[config.mk]
export PLATFORM = sky130hd
export DESIGN_NAME = ram_port_arbiter
export DESIGN_NICKNAME = d
export VERILOG_FILES = /design/src/rtl/ram_port_arbiter.sv
export SDC_FILE = /design/constraint.sdc
export NUM_CORES = 1
export LEC_CHECK = 0
export ABC_AREA = 1
export CAP_MARGIN = 20
export CORE_AREA = 2 2 84 86
export CTS_CLUSTER_DIAMETER = 200
export DETAILED_ROUTE_END_ITERATION = 16
export DIE_AREA = 0 0 86 88
export PLACE_DENSITY = 0.72
export SLEW_MARGIN = 25
export SYNTH_ARGS = -nofsm -noshare
export SYNTH_HDL_FRONTEND = slang
export SYNTH_SLANG_ARGS = --single-unit
[constraint.sdc]
create_clock -name clk -period 3.09 [get_ports clk]
set_input_delay 0.927 -clock clk [delete_from_list [all_inputs] [get_ports clk]]
set_output_delay 0.927 -clock clk [all_outputs]
set_load 0.03 [all_outputs]
[src/rtl/ram_port_arbiter.sv]
// Two-master round-robin arbiter for a single RAM port, with a bounded burst lock.
// Optional RAM_ARB_STATS_EN adds a saturating contention counter (conflict_cnt).
`ifndef DEFAULT_RAM_ADDR_WIDTH
`define DEFAULT_RAM_ADDR_WIDTH 10
`endif

module ram_port_arbiter #(
  parameter int RAM_ADDR_WIDTH = `DEFAULT_RAM_ADDR_WIDTH,
  parameter int MAX_BURST      = 4
) (
  input  logic                        clk,
  input  logic                        rst,
  input  logic [1:0]                  m_rd_en,
  input  logic [1:0]                  m_wr_en,
  input  logic [2*RAM_ADDR_WIDTH-1:0] m_addr,
  input  logic [63:0]                 m_wr_data,
  input  logic [7:0]                  m_wr_strobe,
  output logic [1:0]                  m_busy,
  output logic [1:0]                  m_rd_valid,
  output logic [31:0]                 m_rd_data,
  output logic                        ram_rd_en,
  output logic                        ram_wr_en,
  output logic [RAM_ADDR_WIDTH-1:0]   ram_addr,
  output logic [31:0]                 ram_wr_data,
  output logic [3:0]                  ram_wr_strobe,
  input  logic [31:0]                 ram_rd_data
`ifdef RAM_ARB_STATS_EN
  ,
  output logic [15:0]                 conflict_cnt
`endif
);

  localparam int AW = RAM_ADDR_WIDTH;
  localparam int CW = $clog2(MAX_BURST + 1);
  localparam logic [CW-1:0] MAX_CNT = CW'(MAX_BURST);

  typedef enum logic [1:0] {IDLE, OWN0, OWN1} state_t;

  state_t        state, state_d;
  logic [CW-1:0] burst_cnt, cnt_d;
  logic          last, last_d;
  logic          rd_tag, rd_vld, rd_fire;
  logic [1:0]    req, gnt;
  logic          sel, below;

  assign req   = m_rd_en | m_wr_en;
  assign below = (burst_cnt < MAX_CNT);

  always_comb begin
    gnt           = 2'b00;
    state_d       = state;
    cnt_d         = burst_cnt;
    last_d        = last;
    sel           = 1'b0;
    rd_fire       = 1'b0;
    ram_rd_en     = 1'b0;
    ram_wr_en     = 1'b0;
    ram_addr      = '0;
    ram_wr_data   = '0;
    ram_wr_strobe = '0;

    // Reset holds off every grant so the RAM sees no access while rst is high
    if (!rst) begin
      case (state)
        IDLE:    gnt = (req == 2'b11) ? (last ? 2'b01 : 2'b10) : req;
        OWN0:    if (req[0] && (below || !req[1])) gnt = 2'b01;
                 else if (req[1])                  gnt = 2'b10;
        OWN1:    if (req[1] && (below || !req[0])) gnt = 2'b10;
                 else if (req[0])                  gnt = 2'b01;
        default: gnt = 2'b00;
      endcase
    end

    sel = gnt[1];
    if (gnt == 2'b00) begin
      state_d = IDLE;
      cnt_d   = '0;
    end else begin
      state_d = sel ? OWN1 : OWN0;
      last_d  = sel;
      if (state != state_d)          cnt_d = CW'(1);
      else if (burst_cnt != MAX_CNT) cnt_d = burst_cnt + 1'b1;
    end

    if (gnt != 2'b00) begin
      ram_wr_en     = m_wr_en[sel];
      ram_rd_en     = m_rd_en[sel] & ~m_wr_en[sel];
      rd_fire       = ram_rd_en;
      ram_addr      = sel ? m_addr[AW +: AW]     : m_addr[0 +: AW];
      ram_wr_data   = sel ? m_wr_data[32 +: 32]  : m_wr_data[0 +: 32];
      ram_wr_strobe = sel ? m_wr_strobe[4 +: 4]  : m_wr_strobe[0 +: 4];
    end
  end

  always_ff @(posedge clk) begin
    if (rst) begin
      state     <= IDLE;
      burst_cnt <= '0;
      last      <= 1'b1;
      rd_vld    <= 1'b0;
      rd_tag    <= 1'b0;
    end else begin
      state     <= state_d;
      burst_cnt <= cnt_d;
      last      <= last_d;
      rd_vld    <= rd_fire;
      if (rd_fire) rd_tag <= sel;
    end
  end

  // Gating with rst drops a read still in flight when reset lands
  assign m_rd_valid = (rd_vld && !rst) ? (rd_tag ? 2'b10 : 2'b01) : 2'b00;
  assign m_rd_data  = ram_rd_data;
  assign m_busy     = req & ~gnt;

`ifdef RAM_ARB_STATS_EN
  always_ff @(posedge clk) begin
    if (rst)
      conflict_cnt <= '0;
    else if ((|m_busy) && (conflict_cnt != 16'hFFFF))
      conflict_cnt <= conflict_cnt + 16'd1;
  end
`endif

endmodule

==> results.json, run 1 <==
{
  "max_freq_mhz": 307,
  "syn_nets": 391,
  "ios": 214,
  "vias_per_cell": 4.54,
  "failed_checks": "negative setup slack",
  "synth.distinct_cells": 23,
  "wl_um": 7300,
  "drtIter0Drc": 95,
  "vias": 2204,
  "grt_pass1_wl_um": 10500,
  "power_leakage_nw": 1.54,
  "min_path_type": "register to register",
  "fin_ws_ns": -0.169,
  "syn_area_per_cell_um2": 5.42,
  "clkSlewWorstSetupHoldPaths_ns": 0.04,
  "die_area_um2": 7570,
  "core_area_um2": 6640,
  "rsz0062_at_grt": "true",
  "fp.dieH_um": 88,
  "fin_util_pct": 52.7,
  "switching_power_mw": 0.699,
  "setup_viol": 48,
  "yosys_warnings": 0,
  "layout.nets": 539,
  "crit_path_max_incr_delay_ns": 0.28,
  "ys_seq_area_share_pct": 11.4,
  "finalCritPeriodShare_pct": 105,
  "grt.overflow.total": 0,
  "synth_edf_count": 0,
  "switching_share_pct": 45.8,
  "worstPathArrival_ns": 2.33,
  "clockBufferDepth": 2,
  "drc_errors": 0,
  "htree_num_levels": 1,
  "std_cell_rows": 30,
  "cts_root_buf": "clkbuf_8",
  "cts_buffers": 3,
  "critPathTopFamily": "buffers and inverters",
  "drive_above_1_share_pct": 41.2,
  "hold_buffers": 0,
  "crit_top_cell": "nand2_2",
  "final_common_cell": "nor2_1",
  "synth_seq_cells": 8,
  "portBuffers": 149,
  "seqPwrFrac_pct": 8.2,
  "drv_slew": 0,
  "antenna_found_initial": 0,
  "start_kind": "primary input",
  "vdd_drop_max_uv": 257,
  "clock_latency_ns": 0.22,
  "drv_cap": 0,
  "clkSinkCount": 8,
  "area_growth_pct": 150,
  "synth_area_um2": 1400,
  "run_status": "finished, violations left",
  "p_clk_share_pct": 7.8,
  "finalCriticalPeriod_ns": 3.26,
  "ys_async_sr_fraction_pct": 0,
  "finalClockSkew_ns": 0.00264,
  "track_usage_pct": 17.4,
  "worstPathMaxFanout": 7,
  "synthFlopType": "dfxtp_1",
  "p_comb_share_pct": 84.0,
  "p_int_mw": 0.827,
  "path_class": "primary input to output pin",
  "post_drt_wl_per_cell_um": 15.1,
  "critPathRequiredTime_ns": 2.16,
  "crit_slowest_cell": "bufbuf_16",
  "worstMarginPinSlew_ns": 0.328,
  "start_util_pct": 21.1,
  "ant_nets": 0,
  "maxSlewHeadroom_pct": 78.1,
  "hold_violations": 0,
  "dp_hpwl_um": 4460,
  "finalWeightedCongestion": 0.897,
  "grt_max_degree": 26,
  "drtPass1Iterations": 5,
  "antennaDiodeCount": 0,
  "cp-end-kind": "output pin",
  "n_fill_cell": 607,
  "crit_path_cell_trace": "buf_8 -> nor2_4 -> inv_2 -> nand2_2 -> nand2_2 -> nand3_4 -> nand2_4 -> buf_6 -> nand2_8 -> bufbuf_16 -> o21ai_2 -> nor2_1 -> buf_4",
  "finalSetupTns_ns": -4.78,
  "syn-instance-count": 259,
  "die_width_um": 86,
  "crit_buf_inv": 5,
  "layout_common_cells": "97 x nor2_1, 92 x clkdlybuf4s50_1, 63 x buf_4",
  "cts_tree": "done",
  "grt_pass1_vias": 2210,
  "p_per_area_nw_per_um2": 436
}
-- worst paths after layout --
kind | startpoint | end | slack, ns | depth (start not counted)
max reg2reg | burst_cnt[2]$_SDFFE_PP0N_ | rd_tag$_SDFFE_PP0P_ | 1.17 | 11
max | m_wr_en[0] | ram_wr_data[22] | -0.17 | 13
min reg2reg | rd_tag$_SDFFE_PP0P_ | rd_tag$_SDFFE_PP0P_ | 0.48 | 2
min | rd_tag$_SDFFE_PP0P_ | rd_tag$_SDFFE_PP0P_ | 0.48 | 2
-- synthesized netlist by cell type, types with 2 or more instances --
cell      number  area share, %
ha_1           2            1.8
inv_1         11            2.9
nand3_2        2            1.4
nand2_1       16            4.3
inv_2          4            1.1
o21ai_0       35             12
o21ai_1       16            5.7
buf_4         32             17
buf_6          4            3.2
a21oi_1        4            1.4
clkbuf_1       3           0.80
buf_2          9            3.2
dfxtp_1        8             11
nand3_1        3            1.1
nor2_1       102             27
-- stage by stage --
step / cell area (um^2) / instances / setup WS [ns] / power, mW / hold WS, ns
6_report: 3500 / 485 / -0.169 / 1.53 / 0.479
5_1_grt: 3500 / 485 / -0.285 / 1.61 / 0.505
3_3_place_gp: 2720 / 453 / -0.429 / 1.04 / 0.468
3_5_place_dp: 2720 / 453 / -0.473 / 1.04 / 0.481
4_1_cts: 3500 / 484 / -0.179 / 1.54 / 0.485
2_1_floorplan: 1400 / 259 / 0.0185 / 0.708 / 0.447
-- worst reg2reg max path, cell delays in order, from the launching register on --
cell,delay (ns)
dfxtp_1,0.50
o21ai_1,0.12
nand2_1,0.10
nand2_2,0.06
nand3_4,0.08
nand2_4,0.07
buf_12,0.14
buf_8,0.13
buf_12,0.15
buf_4,0.15
or2_1,0.20
a21oi_1,0.14
-- layout make-up --
type	instances	area [um^2]	area share (%)
Inverter	15	68.8	1.96
Clock buffer	3	41.3	1.18
Multi-Input combinational cell	188	1090	31.1
Timing Repair Buffer	191	2040	58.3
Tap cell	80	100	2.86
Sequential cell	8	160	4.57
-- kinds of logic (layout without fill, tap and decap cells) --
kind of cell               Yosys count  in the layout  synth area share (%)
buffers and inverters               63            209                  28.3
DFF                                  8              8                  11.4
adders and majority gates            2              2                  1.78
and+or+nand+nor                    127            127                  36.5
xor gates and xnor gates             2              2                  1.25
AOI/OAI and AO/OA                   57             57                  20.7
-- state kept, by name (all words and copies together) (netlist names) --
register	count
last	1
rd_vld	1
state	2
burst_cnt	3
rd_tag	1
-- power groups by stage --
stage          registers, mW  logic (mW)  clock network, mW
2_1_floorplan          0.125       0.583                  0
3_5_place_dp           0.127       0.916                  0
6_report               0.125        1.28              0.119
5_1_grt                0.127        1.36              0.126
4_1_cts                0.125        1.29              0.123
3_3_place_gp           0.126       0.911                  0
-- metal layers --
metal | global-route usage, % | routed length, um
met4 | 5.05 | 174
met1 | 20.4 | 2950
met5 | 0 | 0
met3 | 2.73 | 463
met2 | 32.5 | 3710
-- repair_timing --
item	in CTS	in global routing
pin swaps	24	19
resized for setup	138	15
cloned	10	3
buffers inserted	18	4
setup endpoints to repair	50	49
Note: power is estimated with default switching activity, not from simulation.
==> run 2, diff against run 1 <==
--- a/config.mk
+++ b/config.mk
@@ -6,9 +6,7 @@
 export NUM_CORES = 1
 export LEC_CHECK = 0
 export ABC_AREA = 1
-export CAP_MARGIN = 20
 export CORE_AREA = 2 2 84 86
-export CTS_CLUSTER_DIAMETER = 200
 export DETAILED_ROUTE_END_ITERATION = 16
 export DIE_AREA = 0 0 86 88
 export PLACE_DENSITY = 0.72
==> results of run 2 <==
Final layout, timing and power as in run 1 (identical DEF).
